**src/rtl/mac4_pkg.sv**
```systemverilog
// Shared definitions for the MAC4 datapath: multiplier and accumulator state
// encodings, the nibble width, and a width-to-nibble-count helper.
package mac4_pkg;

   localparam int NIBBLE_W = 4;

   typedef enum logic [1:0] {
      IDLE,
      LOAD_A,
      LOAD_B,
      SEND
   } mul_state_t;

   typedef enum logic [1:0] {
      ACC_IDLE,
      ACC_RUN,
      ACC_EMIT
   } acc_state_t;

   function automatic int nibbles(input int width);
      return width / NIBBLE_W;
   endfunction

endpackage

```
**src/rtl/nibble_serial_multiplier_nibble_shift_add.sv**
```systemverilog
// Combinational radix-16 step: adds A * nibble, shifted to nibble position
// cnt, into the 2*BIT_WIDTH product accumulator.
module nibble_shift_add
   import mac4_pkg::*;
#(
   parameter int BIT_WIDTH = 32,
   parameter int CNT_W     = 3
)
(
   input  logic [2*BIT_WIDTH-1:0] prod_i,
   input  logic [BIT_WIDTH-1:0]   opA_i,
   input  logic [NIBBLE_W-1:0]    nib_i,
   input  logic [CNT_W-1:0]       cnt_i,
   output logic [2*BIT_WIDTH-1:0] sum_o
);

   logic [2*BIT_WIDTH-1:0] partial;

   // A*nibble fits in BIT_WIDTH+4 bits, so even the top shift stays in range.
   always_comb begin
      partial = {{BIT_WIDTH{1'b0}}, opA_i} * {{(2*BIT_WIDTH-NIBBLE_W){1'b0}}, nib_i};
      sum_o   = prod_i + (partial << (NIBBLE_W * int'(cnt_i)));
   end

endmodule

```
**src/rtl/nibble_serial_multiplier.sv**
```systemverilog
// Nibble-serial unsigned multiplier feeding the MAC4 accumulator.
// Define MAC4_MUL_SATURATE_EN to clamp overflowing products to all-ones.
module nibble_serial_multiplier
   import mac4_pkg::*;
#(
   parameter int BIT_WIDTH = 32
)
(
   input  logic       clk,
   input  logic       rst_n,
   input  logic       start,
   input  logic       last_in,
   input  logic [3:0] data_in,
   output logic [3:0] data_out,
   output logic       data_out_valid,
   output logic       acc_start,
   output logic       busy,
   output logic       ready
);

   localparam int N     = nibbles(BIT_WIDTH);
   localparam int CNT_W = $clog2(N);
   localparam logic [CNT_W-1:0] CNT_LAST = CNT_W'(N - 1);

   mul_state_t             state_q;
   logic [CNT_W-1:0]       cnt_q;
   logic [BIT_WIDTH-1:0]   opA_q;
   logic [2*BIT_WIDTH-1:0] prod_q;
   logic [2*BIT_WIDTH-1:0] prodSum_d;
   logic                   session_q;
   logic                   last_q;
   logic [3:0]             dataOut_q;
   logic                   dataOutValid_q;
   logic                   accStart_q;
   logic                   ready_q;
   logic                   overflow;

   nibble_shift_add #(
      .BIT_WIDTH(BIT_WIDTH),
      .CNT_W    (CNT_W)
   ) u_shiftAdd (
      .prod_i(prod_q),
      .opA_i (opA_q),
      .nib_i (data_in),
      .cnt_i (cnt_q),
      .sum_o (prodSum_d)
   );

`ifdef MAC4_MUL_SATURATE_EN
   assign overflow = |prod_q[2*BIT_WIDTH-1:BIT_WIDTH];
`else
   assign overflow = 1'b0;
`endif

   // ready is registered and only rises one cycle after SEND ends, so the
   // accumulator always sees a quiet cycle between products.
   always_ff @(posedge clk or negedge rst_n) begin
      if (!rst_n) begin
         state_q        <= IDLE;
         cnt_q          <= '0;
         opA_q          <= '0;
         prod_q         <= '0;
         session_q      <= 1'b0;
         last_q         <= 1'b0;
         dataOut_q      <= 4'h0;
         dataOutValid_q <= 1'b0;
         accStart_q     <= 1'b0;
         ready_q        <= 1'b1;
      end else begin
         case (state_q)
            IDLE: begin
               dataOut_q      <= 4'h0;
               dataOutValid_q <= 1'b0;
               accStart_q     <= 1'b0;
               ready_q        <= 1'b1;
               if (ready_q && start) begin
                  opA_q[3:0] <= data_in;
                  last_q     <= last_in;
                  cnt_q      <= CNT_W'(1);
                  ready_q    <= 1'b0;
                  state_q    <= LOAD_A;
               end
            end
            LOAD_A: begin
               opA_q[NIBBLE_W*int'(cnt_q) +: NIBBLE_W] <= data_in;
               if (cnt_q == CNT_LAST) begin
                  cnt_q   <= '0;
                  prod_q  <= '0;
                  state_q <= LOAD_B;
               end else begin
                  cnt_q <= cnt_q + CNT_W'(1);
               end
            end
            LOAD_B: begin
               prod_q <= prodSum_d;
               if (cnt_q == CNT_LAST) begin
                  cnt_q   <= '0;
                  state_q <= SEND;
               end else begin
                  cnt_q <= cnt_q + CNT_W'(1);
               end
            end
            SEND: begin
               dataOut_q      <= overflow ? 4'hF : prod_q[NIBBLE_W*int'(cnt_q) +: NIBBLE_W];
               dataOutValid_q <= 1'b1;
               accStart_q     <= ((cnt_q == '0) && !session_q) || ((cnt_q == CNT_LAST) && last_q);
               if ((cnt_q == '0) && !session_q) begin
                  session_q <= 1'b1;
               end
               if (cnt_q == CNT_LAST) begin
                  cnt_q   <= '0;
                  state_q <= IDLE;
                  if (session_q && last_q) begin
                     session_q <= 1'b0;
                  end
               end else begin
                  cnt_q <= cnt_q + CNT_W'(1);
               end
            end
            default: begin
               state_q <= IDLE;
            end
         endcase
      end
   end

   assign data_out       = dataOut_q;
   assign data_out_valid = dataOutValid_q;
   assign acc_start      = accStart_q;
   assign ready          = ready_q;
   assign busy           = !ready_q;

endmodule

```
**config.mk**
```make
export PLATFORM = sky130hd
export DESIGN_NAME = nibble_serial_multiplier
export DESIGN_NICKNAME = d
export VERILOG_FILES = /design/src/rtl/mac4_pkg.sv /design/src/rtl/nibble_serial_multiplier_nibble_shift_add.sv /design/src/rtl/nibble_serial_multiplier.sv
export SDC_FILE = /design/constraint.sdc
export NUM_CORES = 1
export LEC_CHECK = 0
export CAP_MARGIN = 10
export CORE_MARGIN = 4
export CORE_UTILIZATION = 59
export DETAILED_ROUTE_END_ITERATION = 7
export GPL_ROUTABILITY_DRIVEN = 0
export GPL_TIMING_DRIVEN = 0
export HOLD_SLACK_MARGIN = 0.06
export PLACE_DENSITY = 0.83
export SLEW_MARGIN = 20
export SYNTH_ARGS = -nofsm -noshare
export SYNTH_HDL_FRONTEND = slang
export SYNTH_SLANG_ARGS = --single-unit
```
**constraint.sdc**
```tcl
create_clock -name clk -period 6.1 [get_ports clk]
set_input_delay 1.22 -clock clk [delete_from_list [all_inputs] [get_ports clk]]
set_output_delay 1.22 -clock clk [all_outputs]
set_load 0.005 [all_outputs]
```
### After elaboration in Yosys (flattened, before gate mapping)

Cells that the tools add are included.

* add/subtract/negate cells: 3
* multipliers: 1
* eq/ne operators: 8
* shift-type cells: 4
* mux-type cells: 20
* reduce and logical (&&, ||, !) cells: 17

Operators with widths (number)
* $pmux 64 s2: 1
* $add 64x64->64: 1
* $mux 64: 1
* $shiftx 64x6->4: 1
* $shl 36x5->64: 1
* $mul 32x4->36: 1
* $neg 5->33: 1
* $shift 4x33->32 const A: 1
* $shiftx 4x33->32: 1
* $bwmux 32: 1
* $pmux 4 s2: 2
* $mux 2: 4
* $ne 2x2->1 const B: 4
* $pmux 2 s4: 1
* $mux 3: 2
* $pmux 3 s2: 1
* $reduce_and 2->1: 3
* $reduce_bool 2->1: 3
* $eq 2x2->1 const B: 2
* $logic_and 1x1->1: 4
* $mux 1: 4
* $mux 4: 1
* $pmux 1 s2: 2
* $reduce_and 4->1: 1
* other kinds (8): 9

* register bits after elaboration: 110
* input port bits: 8
* output and inout bits: 8

### Depth between registers and ports, before layout

Gate-level depths: netlist of the first run.

* word-level depth: 5
* gate-level depth with buffers: 29
* gate-level depth less buffers: 27

### By module

Synthesis of the first run repeated with hierarchy kept, for this count alone.

* cell total of the unflattened synthesis: 1694
* area total of the unflattened synthesis: 13935.9 um2

By module, submodules not included
* nibble_shift_add: times used 1, cells each 1363, area each 9354.0 um2, seq. area each 0.0 um2
* nibble_serial_multiplier: times used 1, cells each 331, area each 4581.9 um2, seq. area each 2753.9 um2

### Least setup slack after synthesis of the first run

OpenSTA, ideal clock, no wires.

* kind: in2reg
* start: in data_in[3]
* end: reg prod_q[31]
* setup time: 0.130 ns
* arrival: 6.723 ns
* data required time: 5.970 ns
* slack: -0.753 ns
* cell stages on the path: 28
* buffers on the path: 2
* cells stage by stage: clkbuf_1 > clkbuf_1 > and2_1 > fa_1 > inv_1 > fa_1 > inv_1 > ha_1 > nor2b_1 > o31a_1 > o22ai_2 > o22ai_2 > o21a_1 > nor2_1 > xnor2_1 > a21o_1 > a21oi_1 > nor2_1 > ha_1 > inv_1 > or4_1 > o21a_1 > a2111o_1 > o2111ai_1 > a21o_1 > nor3_1 > mux2i_1 > o211ai_2

* longest elaborated chain between the ends: 4

Ends and longest elaborated chain
* start, declared: RTL line nibble_serial_multiplier.sv:13 `input logic [3:0] data_in,`
* $mul 32x4->36: RTL line nibble_serial_multiplier_nibble_shift_add.sv:21 `partial = {{BIT_WIDTH{1'b0}}, opA_i} * {{(2*BIT_WIDTH-NIBBLE_W){1'b0}}, nib_i};`
* $shl 36x5->64: RTL line nibble_serial_multiplier_nibble_shift_add.sv:22 `sum_o = prod_i + (partial << (NIBBLE_W * int'(cnt_i)));`
* $add 64x64->64: RTL line nibble_serial_multiplier_nibble_shift_add.sv:22
* $pmux 64 s2: RTL line nibble_serial_multiplier.sv:70 `case (state_q)`
* end signal, assigned: RTL line nibble_serial_multiplier.sv:95 `prod_q <= prodSum_d;`
* end, declared: RTL line nibble_serial_multiplier.sv:28 `logic [2*BIT_WIDTH-1:0] prod_q;`

No other way between the ends.
A chain may end at the register's enable or synchronous reset.

### Final worst setup path of the first run

* start: in data_in[1]
* end: reg prod_q[31]

The elaborated chain is that of the path after synthesis.

==> flow_metrics.py, run 1 <==
metrics = {
    "clock_tree": {
        "cts.sinks": 78,
        "cts-hold-fix-buffers": 0,
        "clockBufferDepth": 2,
        "clk_pin_slew_ns": 0.07,
        "cts_buffers": 9,
        "cts_root_buf": "clkbuf_16",
        "clock_latency_ns": 0.37,
        "cts_tree": "done",
        "htreeDepth": 3,
    },
    "die": {
        "io_pins": 16,
        "die_h_microns": 136,
        "die_area_sq_um": 18600,
        "start_util_pct": 60.8,
        "rows": 46,
        "core-area_sq_um": 16000,
        "dieWidth_microns": 136,
    },
    "outcome": {
        "status": "finished with violations",
        "violations": "design-rule violations, negative setup slack",
    },
    "sta": {
        "rsz0062_at_grt": "true",
        "fin_crit_sh_pct": 121,
        "hold_viol_final": 0,
        "fin_skew_ns": 0.00845,
        "slew_headroom_pct": 25.8,
        "finalWorstSetupSlack_ns": -1.25,
        "worstMarginPinSlew_ns": 1.11,
        "setup_viol": 19,
        "fmax_ghz": 0.136,
        "slew_violations": 0,
        "fin_crit_ns": 7.35,
    },
    "cells_and_area": {
        "post-route-util_pct": 74.4,
        "drive_gt1_share_pct": 21.0,
        "n_antenna_cell": 0,
        "fin_nets": 1405,
        "synthToLayoutAreaGrowth_pct": 22.5,
    },
    "setup_path": {
        "cp.arrival_ns": 7.60,
        "cp-start-kind": "input pin",
        "cp.required_ns": 6.35,
        "path_class": "input pin to flop",
        "crit_path_end_kind": "flop",
        "ff2ff_setup_slack_ns": -0.57,
        "worstPathMaxFanout": 8,
    },
    "logic_synthesis": {
        "synth_warnings": 0,
        "synthesis.area_sq_um": 9730,
        "ys.flop_type": "dfrtp_1",
        "ys_seq_area_share_pct": 20.1,
        "async_reset_ff_share_pct": 100,
        "synth.ff_latch_count": 78,
        "syn_avg_cell_area_sq_um": 8.27,
        "yosysUniqueCellTypes": 76,
        "syn_nets": 1320,
        "synthTopCellsByArea": "dfrtp_1 (20%), fa_1 (12%), ha_1 (10%)",
        "synth_top_area_share_pct": 19.8,
        "synth-edff-count": 0,
        "synth_cells": 1176,
        "yosysTopAreaCell": "dfrtp_1",
    },
    "drt": {
        "drtPass1Iterations": 8,
        "ant_nets": 0,
        "postRouteWirelength_mm": 34.4,
        "drtIter0Drc": 1584,
        "num_vias": 10162,
        "viasPerCell": 6.86,
        "post_drt_wl_per_cell_microns": 23.2,
        "drc": 27,
    },
    "placed_design": {
        "dp_hpwl_mm": 20.6,
        "io_buffers": 12,
    },
    "global_routing": {
        "grt_pass1_vias": 9475,
        "antenna_found_initial": 0,
        "grt_first_pass_wirelength_mm": 48.1,
        "track_usage_pct": 33.0,
        "grt_max_degree": 52,
        "grt_overflow": 0,
    },
    "hold_path": {
        "min_path_type": "flop to flop",
    },
    "job": {
        "cap_viol_max_count": 0,
    },
}
[stage by stage]
stage / area, sq um / hold WS (ns) / cells / worst slack (ns) / setup TNS, ns
after CTS: 11500 / 0.501 / 1465 / -0.424 / -2.73
after global placement: 10300 / 0.465 / 1404 / -2.06 / -31.35
after detailed placement: 10300 / 0.484 / 1405 / -2.14 / -33.36
after global routing: 11900 / 0.526 / 1482 / -1.39 / -16.56
final: 11900 / 0.502 / 1482 / -1.25 / -14.97
after floorplan: 9920 / 0.470 / 1176 / -0.476 / -2.52
[area by class of cell]
| class | instances | area [sq um] |
|---|---|---|
| multi-input cells | 905 | 7800 |
| clock buffers | 9 | 225 |
| plain buffers | 52 | 410 |
| flip-flops and latches | 78 | 1950 |
| inverters | 138 | 518 |
| fillers | 1007 | 4090 |
| repair buffers | 77 | 676 |
| clock inverters | 7 | 62.6 |
| well taps | 216 | 270 |
[state kept, by name (all words and copies together) (netlist names)]
name / cells
session_q: 1
prod_q: 32
data_out: 4
ready: 1
acc_start: 1
data_out_valid: 1
opA_q: 32
cnt_q: 3
last_q: 1
state_q: 2
[cell usage in the layout, fill, tap and decap left out, drive strengths merged, types with 4 or more instances in the layout]
cell / n
a211oi: 13
a21boi: 5
a21o: 28
a21oi: 63
a221o: 4
a22o: 6
a31oi: 14
and2: 81
and3: 8
and4: 4
buf: 75
clkbuf: 52
clkdlybuf4s50: 10
dfrtp: 77
fa: 58
ha: 78
inv: 142
mux2: 16
mux2i: 23
mux4: 12
nand2: 148
nand2b: 6
nand3: 26
nand4: 6
nor2: 56
nor3: 19
nor3b: 4
o211ai: 9
o21a: 12
o21ai: 85
o21bai: 9
o22ai: 9
o31ai: 7
xnor2: 31
xor2: 21
[routing by layer]
metal / wire, microns / track usage [%]
met5: 0 / 0
met4: 2970 / 16.0
met3: 4520 / 6.85
met2: 15000 / 52.1
met1: 12000 / 43.3
[critical path: stages]
cell,delay [ns]
buf_12,0.12
buf_8,0.13
buf_4,0.14
and2_1,0.14
fa_1,0.51
inv_1,0.08
fa_1,0.63
inv_1,0.07
ha_2,0.47
nand3_1,0.37
o22ai_4,0.50
a31oi_4,0.20
xnor2_1,0.44
nand2_1,0.15
o211ai_1,0.14
o21ai_0,0.14
o22ai_1,0.33
ha_1,0.36
a21oi_1,0.23
o21ai_0,0.14
a31oi_1,0.27
o2111ai_2,0.13
a21o_1,0.23
nor3b_1,0.14
mux2i_1,0.21
o211ai_2,0.11
[cell usage after synthesis (all sizes together) (9+ instances only)]
| master | n |
|---|---|
| mux2 | 16 |
| o21bai | 9 |
| dfrtp | 77 |
| ha | 78 |
| o211ai | 9 |
| inv | 137 |
| xnor2 | 31 |
| xor2 | 21 |
| nor2 | 56 |
| a21oi | 63 |
| o21ai | 85 |
| nand2 | 148 |
| a21o | 28 |
| nor3 | 19 |
| mux2i | 23 |
| clkbuf | 47 |
| and2 | 81 |
| fa | 58 |
| o21a | 12 |
| mux4 | 12 |
| o22ai | 9 |
| a31oi | 14 |
| nand3 | 26 |
| a211oi | 13 |
[cells by family after synthesis]
logic type | share of synthesized area (%)
fa+ha+maj | 22.0
simple gates | 18.8
buf+inv | 7.46
mux | 7.00
xor+xnor | 4.99
compound gates | 19.7
flops | 20.1
[worst paths after layout]
kind / to / startpoint / cells past startpoint
max: prod_q[31]$_DFFE_PN0P_ / data_in[1] / 26
min: acc_start$_DFFE_PN0P_ / acc_start$_DFFE_PN0P_ / 2
max reg2reg: prod_q[31]$_DFFE_PN0P_ / opA_q[9]$_DFFE_PN0P_ / 23
min reg2reg: acc_start$_DFFE_PN0P_ / acc_start$_DFFE_PN0P_ / 2
max in group asynchronous: data_out[0]$_DFFE_PN0P_ / rst_n / 2
min in group asynchronous: opA_q[22]$_DFFE_PN0P_ / rst_n / 1
[repair_timing]
action                                  4_1_cts  5_1_grt
endpoints found under the setup margin       24       18
cloned                                        2        1
resized for setup                           102       69
pin swaps                                    52       52
setup buffers                                46       18
Power of run 1 is left out: the tool's default activity adds up to more than one toggle a clock period on the data nets, which glitch-free logic cannot reach.
==> run 2, diff against run 1 <==
==> constraint.sdc (replaced) <==
create_clock -name clk -period 6.7 [get_ports clk]
set_input_delay 1.34 -clock clk [delete_from_list [all_inputs] [get_ports clk]]
set_output_delay 1.34 -clock clk [all_outputs]
set_load 0.005 [all_outputs]
==> run 2 against run 1 <==
Flip-flop and latch count unchanged; via count decreased by 2.7%; first-iteration DRC count decreased by 21%; the run still ends with design-rule violations, negative setup slack left; critical path type unchanged; final area decreased by 1.2%; core utilization decreased by 0.87 points; critical path depth decreased by 1; largest cell class unchanged; critical endpoint is now prod_q[28]$_DFFE_PN0P_; final cell count about the same; global-route usage decreased by 1.3 points.
==> flow_metrics.py, run 2 (same netlist as run 1, synthesis figures left out) <==
metrics = {
    "setup_path": {
        "crit_buf_inv": 5,
        "reg2reg_to": "prod_q[28]$_DFFE_PN0P_",
        "cp.arrival_ns": 7.15,
        "crit_family": "compound AO/OA/AOI/OAI gates",
        "slowest_stage": "fa_1",
        "cpPeakStageDelay_ns": 0.57,
        "path_class": "input pin to flop",
        "worstPathMaxFanout": 10,
        "ff2ff_setup_slack_ns": 0.55,
        "reg2reg_depth": 23,
        "crit_path_end_kind": "flop",
        "worstReg2RegStart": "opA_q[8]$_DFFE_PN0P_",
        "cp-start-kind": "input pin",
        "cp.required_ns": 6.93,
    },
    "clock_tree": {
        "clk_pin_slew_ns": 0.07,
        "htreeDepth": 3,
        "cts_tree": "done",
        "cts_buffers": 9,
        "clock_latency_ns": 0.37,
        "cts.sinks": 78,
        "cts_root_buf": "clkbuf_16",
        "clockBufferDepth": 2,
    },
    "placed_design": {
        "dp_hpwl_mm": 20.5,
        "place_inst": 1405,
        "pre_cts_slack_ns": -1.69,
        "io_buffers": 12,
    },
    "sta": {
        "slew_headroom_pct": 27.5,
        "fin_skew_ns": 0.00969,
        "fmax_ghz": 0.145,
        "fin_crit_sh_pct": 103,
        "hold_viol_final": 0,
        "worstMarginPinSlew_ns": 1.08,
        "rsz0062_at_grt": "true",
        "fin_crit_ns": 6.92,
        "finalWorstSetupSlack_ns": -0.217,
        "setup_viol": 6,
        "slew_violations": 0,
    },
    "cells_and_area": {
        "drive_gt1_share_pct": 19.8,
        "post-route-util_pct": 73.6,
        "synthToLayoutAreaGrowth_pct": 21.0,
        "fin_nets": 1404,
        "final_common_cell": "nand2_1",
        "fin_cells": 1481,
        "n_antenna_cell": 0,
        "final_cell_mix": "nand2_1 (147), inv_1 (130), dfrtp_1 (77)",
    },
    "hold_path": {
        "worstHoldStart": "acc_start$_DFFE_PN0P_",
        "min_path_type": "flop to flop",
        "hold_path_end": "acc_start$_DFFE_PN0P_",
        "hold_depth": 2,
    },
    "die": {
        "rows": 46,
        "dieWidth_microns": 136,
        "core-area_sq_um": 16000,
        "start_util_pct": 60.8,
        "die_h_microns": 136,
        "io_pins": 16,
        "die_area_sq_um": 18600,
    },
    "drt": {
        "viasPerCell": 6.68,
        "ant_nets": 0,
        "num_vias": 9892,
        "drtPass1Iterations": 8,
        "postRouteWirelength_mm": 31.3,
        "drc": 1,
        "post_drt_wl_per_cell_microns": 21.1,
        "drtIter0Drc": 1254,
    },
    "global_routing": {
        "track_usage_pct": 31.7,
        "antenna_found_initial": 0,
        "grt_overflow": 0,
        "grt_pass1_vias": 9360,
        "grt_first_pass_wirelength_mm": 46.5,
        "grt_max_degree": 43,
    },
    "outcome": {
        "violations": "design-rule violations, negative setup slack",
        "status": "finished with violations",
    },
    "job": {
        "cap_viol_max_count": 0,
    },
}
==> run 2: timing repair <==
item | 4_1_cts | 5_1_grt
buffers inserted | 29 | 32
endpoints found under the setup margin | 20 | 13
resized for setup | 78 | 72
hold buffers | 0 | 0
gates cloned | 0 | 2
pin swaps | 35 | 58
==> run 2: area by class of cell <==
type,instances,area (sq um)
multi-input cells,905,7690
fillers,1045,4230
flip-flops and latches,78,1950
repair buffers,76,624
inverters,138,518
plain buffers,52,403
well taps,216,270
clock buffers,9,225
clock inverters,7,91.3
==> run 2: through the flow <==
step	instance area (sq um)	setup TNS [ns]	hold WS, ns
6_report	11800	-0.852	0.489
5_1_grt	11800	-2.64	0.513
4_1_cts	11200	-0.0267	0.494
3_5_place_dp	10300	-22.33	0.477
3_3_place_gp	10300	-20.82	0.463
2_1_floorplan	9890	0	0.470
==> run 2: layer usage <==
metal	share of wire, %	GRT usage [%]	routed length, microns
met5	0	0	0
met4	6.8	14.1	2120
met3	12	6.59	3630
met2	45	51.6	14100
met1	36	40.8	11400
==> run 2: worst max path at each step <==
stage	depth (start not counted)	from	to	slack, ns
floorplan	28	data_in[3]	prod_q[31]$_DFFE_PN0P_	0.002
global placement	27	data_in[0]	prod_q[31]$_DFFE_PN0P_	-1.58
detailed placement	27	data_in[0]	prod_q[31]$_DFFE_PN0P_	-1.69
CTS	27	data_in[3]	prod_q[31]$_DFFE_PN0P_	-0.02
global route	28	data_in[3]	prod_q[29]$_DFFE_PN0P_	-0.42
finish	25	data_in[3]	prod_q[28]$_DFFE_PN0P_	-0.22
==> run 2: worst min-delay path, delay by kind of cell (launching register included) <==
kind | cells | cell delay, ns
flops | 1 | 0.35
compound gates | 1 | 0.06
simple gates | 1 | 0.05
Power of run 2 is left out for the same reason.
==> run 3, diff against run 2 <==
--- a/config.mk
+++ b/config.mk
@@ -6,8 +6,10 @@
 export NUM_CORES = 1
 export LEC_CHECK = 0
 export CAP_MARGIN = 10
-export CORE_MARGIN = 4
-export CORE_UTILIZATION = 59
+export CELL_PAD_IN_SITES_DETAIL_PLACEMENT = 1
+export CELL_PAD_IN_SITES_GLOBAL_PLACEMENT = 1
+export CORE_MARGIN = 1
+export CORE_UTILIZATION = 45
 export DETAILED_ROUTE_END_ITERATION = 7
 export GPL_ROUTABILITY_DRIVEN = 0
 export GPL_TIMING_DRIVEN = 0
==> run 3 against run 2 <==
The run ends with negative setup slack left; final area rose by 1.9%; critical path type unchanged; hold slack got worse by 0.00059 ns; setup slack got worse by 0.38 ns; clock skew rose by 0.0074 ns; flip-flop and latch count did not move; core utilization fell by 17 points.
==> flow_metrics.py, run 3 (same netlist as run 1, synthesis figures left out) <==
metrics = {
    "cells_and_area": {
        "final_cell_mix": "nand2_1 (146), inv_1 (127), dfrtp_1 (77)",
        "final_common_cell": "nand2_1",
        "nFillCells": 2407,
        "fin_nets": 1411,
        "synthToLayoutAreaGrowth_pct": 23.3,
        "seqCellArea_sq_um": 1950,
        "drive_gt1_share_pct": 21.4,
        "multi_input_area_sq_um": 7780,
        "fin_area_sq_um": 12000,
    },
    "sta": {
        "hold_viol_final": 0,
        "finalWorstSetupSlack_ns": -0.593,
        "fin_crit_sh_pct": 109,
        "fin_crit_ns": 7.29,
        "setup_viol": 15,
        "fmax_ghz": 0.137,
        "fin_skew_ns": 0.0171,
        "slew_headroom_pct": 29.3,
        "slew_violations": 0,
        "rsz0062_at_grt": "true",
        "worstMarginPinSlew_ns": 1.06,
    },
    "placed_design": {
        "io_buffers": 12,
        "post_dp_cell_area_sq_um": 10400,
        "dp_hpwl_mm": 24.0,
    },
    "setup_path": {
        "slowest_stage": "fa_2",
        "crit_path_end_kind": "flop",
        "cp.required_ns": 6.92,
        "cp-start-kind": "input pin",
        "worstPathMaxFanout": 10,
        "ff2ff_setup_slack_ns": 0.17,
        "path_class": "input pin to flop",
        "cpPeakStageDelay_ns": 0.60,
        "cp.arrival_ns": 7.52,
    },
    "clock_tree": {
        "cts-hold-fix-buffers": 0,
        "cts_root_buf": "clkbuf_16",
        "clockBufferDepth": 2,
        "cts.sinks": 78,
        "clock_latency_ns": 0.38,
        "clk_pin_slew_ns": 0.08,
        "cts_buffers": 9,
        "cts_tree": "done",
        "htreeDepth": 3,
    },
    "die": {
        "core-area_sq_um": 21100,
        "die_h_microns": 149,
        "die_area_sq_um": 22200,
        "io_pins": 16,
        "dieWidth_microns": 149,
        "start_util_pct": 46.1,
        "rows": 53,
    },
    "drt": {
        "viasPerCell": 6.77,
        "num_vias": 10473,
        "postRouteWirelength_mm": 43.9,
        "post_drt_wl_per_cell_microns": 28.4,
        "drc": 0,
        "drtIter0Drc": 1132,
        "drtPass1Iterations": 5,
        "ant_nets": 0,
    },
    "outcome": {
        "status": "finished with violations",
        "violations": "negative setup slack",
    },
    "global_routing": {
        "grt_overflow": 0,
        "antenna_found_initial": 0,
        "track_usage_pct": 32.6,
        "grt_first_pass_wirelength_mm": 55.8,
        "grt_max_degree": 50,
        "grt_pass1_vias": 10112,
    },
    "job": {
        "cap_viol_max_count": 0,
    },
    "hold_path": {
        "min_path_type": "flop to flop",
    },
}
-- run 3: cell types whose count changed in the layout (fill, tap and decap cells not counted), moves of 3 or more --
cell      change
inv_1         -3
a21oi_2       +7
a21oi_1       -7
o21ai_2       +3
clkbuf_2      +3
nor2_2        -3
inv_2         +3
nor2_1        +3
buf_4         +5
o21ai_0       -3
-- run 3: worst max-delay path: cells and delay by family --
family / cells / cell delay [ns]
and+or+nand+nor: 8 / 1.77
xor gates and xnor gates: 1 / 0.16
adders and majority gates: 4 / 1.77
buffers and inverters: 4 / 0.55
AOI/OAI and AO/OA: 9 / 1.91
-- run 3: path summary, 6_finish.rpt --
check | end | cells after the start | start
setup / recovery | prod_q[30]$_DFFE_PN0P_ | 26 | data_in[2]
hold / removal | data_out_valid$_DFFE_PN0P_ | 2 | data_out_valid$_DFFE_PN0P_
setup reg to reg | prod_q[30]$_DFFE_PN0P_ | 24 | opA_q[0]$_DFFE_PN0P_
hold reg to reg | data_out_valid$_DFFE_PN0P_ | 2 | data_out_valid$_DFFE_PN0P_
max in group asynchronous | ready$_DFFE_PN1N_ | 2 | rst_n
min in group asynchronous | prod_q[7]$_DFFE_PN0P_ | 1 | rst_n
-- run 3: layout make-up --
cell class,instances,area share [%]
antenna,1,0.0209
timing repair buffer,83,5.81
clock buffer,9,1.88
sequential,78,16.3
buffer,52,3.35
tap,275,2.87
multi-input combinational,905,64.9
inverter,138,4.32
clock inverter,7,0.574
-- run 3: timing repair --
action / 4_1_cts / 5_1_grt
pin swaps: 50 / 45
gates cloned: 0 / 2
gates resized for setup: 112 / 55
buffers inserted: 36 / 32
setup endpoints to repair: 23 / 13
-- run 3: metrics by stage --
step	TNS [ns]	util (%)	hold slack, ns	setup slack (ns)	instances
floorplan	0	-	0.470	0.00221	1176
global placement	-25.64	49.1	0.465	-1.91	1463
detailed placement	-27.90	49.2	0.473	-1.94	1464
CTS	-0.147	54.5	0.492	-0.0996	1513
global route	-9.32	56.9	0.515	-0.949	1547
finish	-4.27	56.9	0.489	-0.593	1548
-- run 3: routing by layer --
layer | vias up | track usage (%) | wire length, microns
met3 | 297 | 6.39 | 3890
met1 | 5205 | 40.4 | 16500
met4 | 0 | 14.6 | 2920
met2 | 753 | 54.8 | 20600
met5 | - | 0 | 0
li1 | 4218 | - | -
Power of run 3 is left out for the same reason.
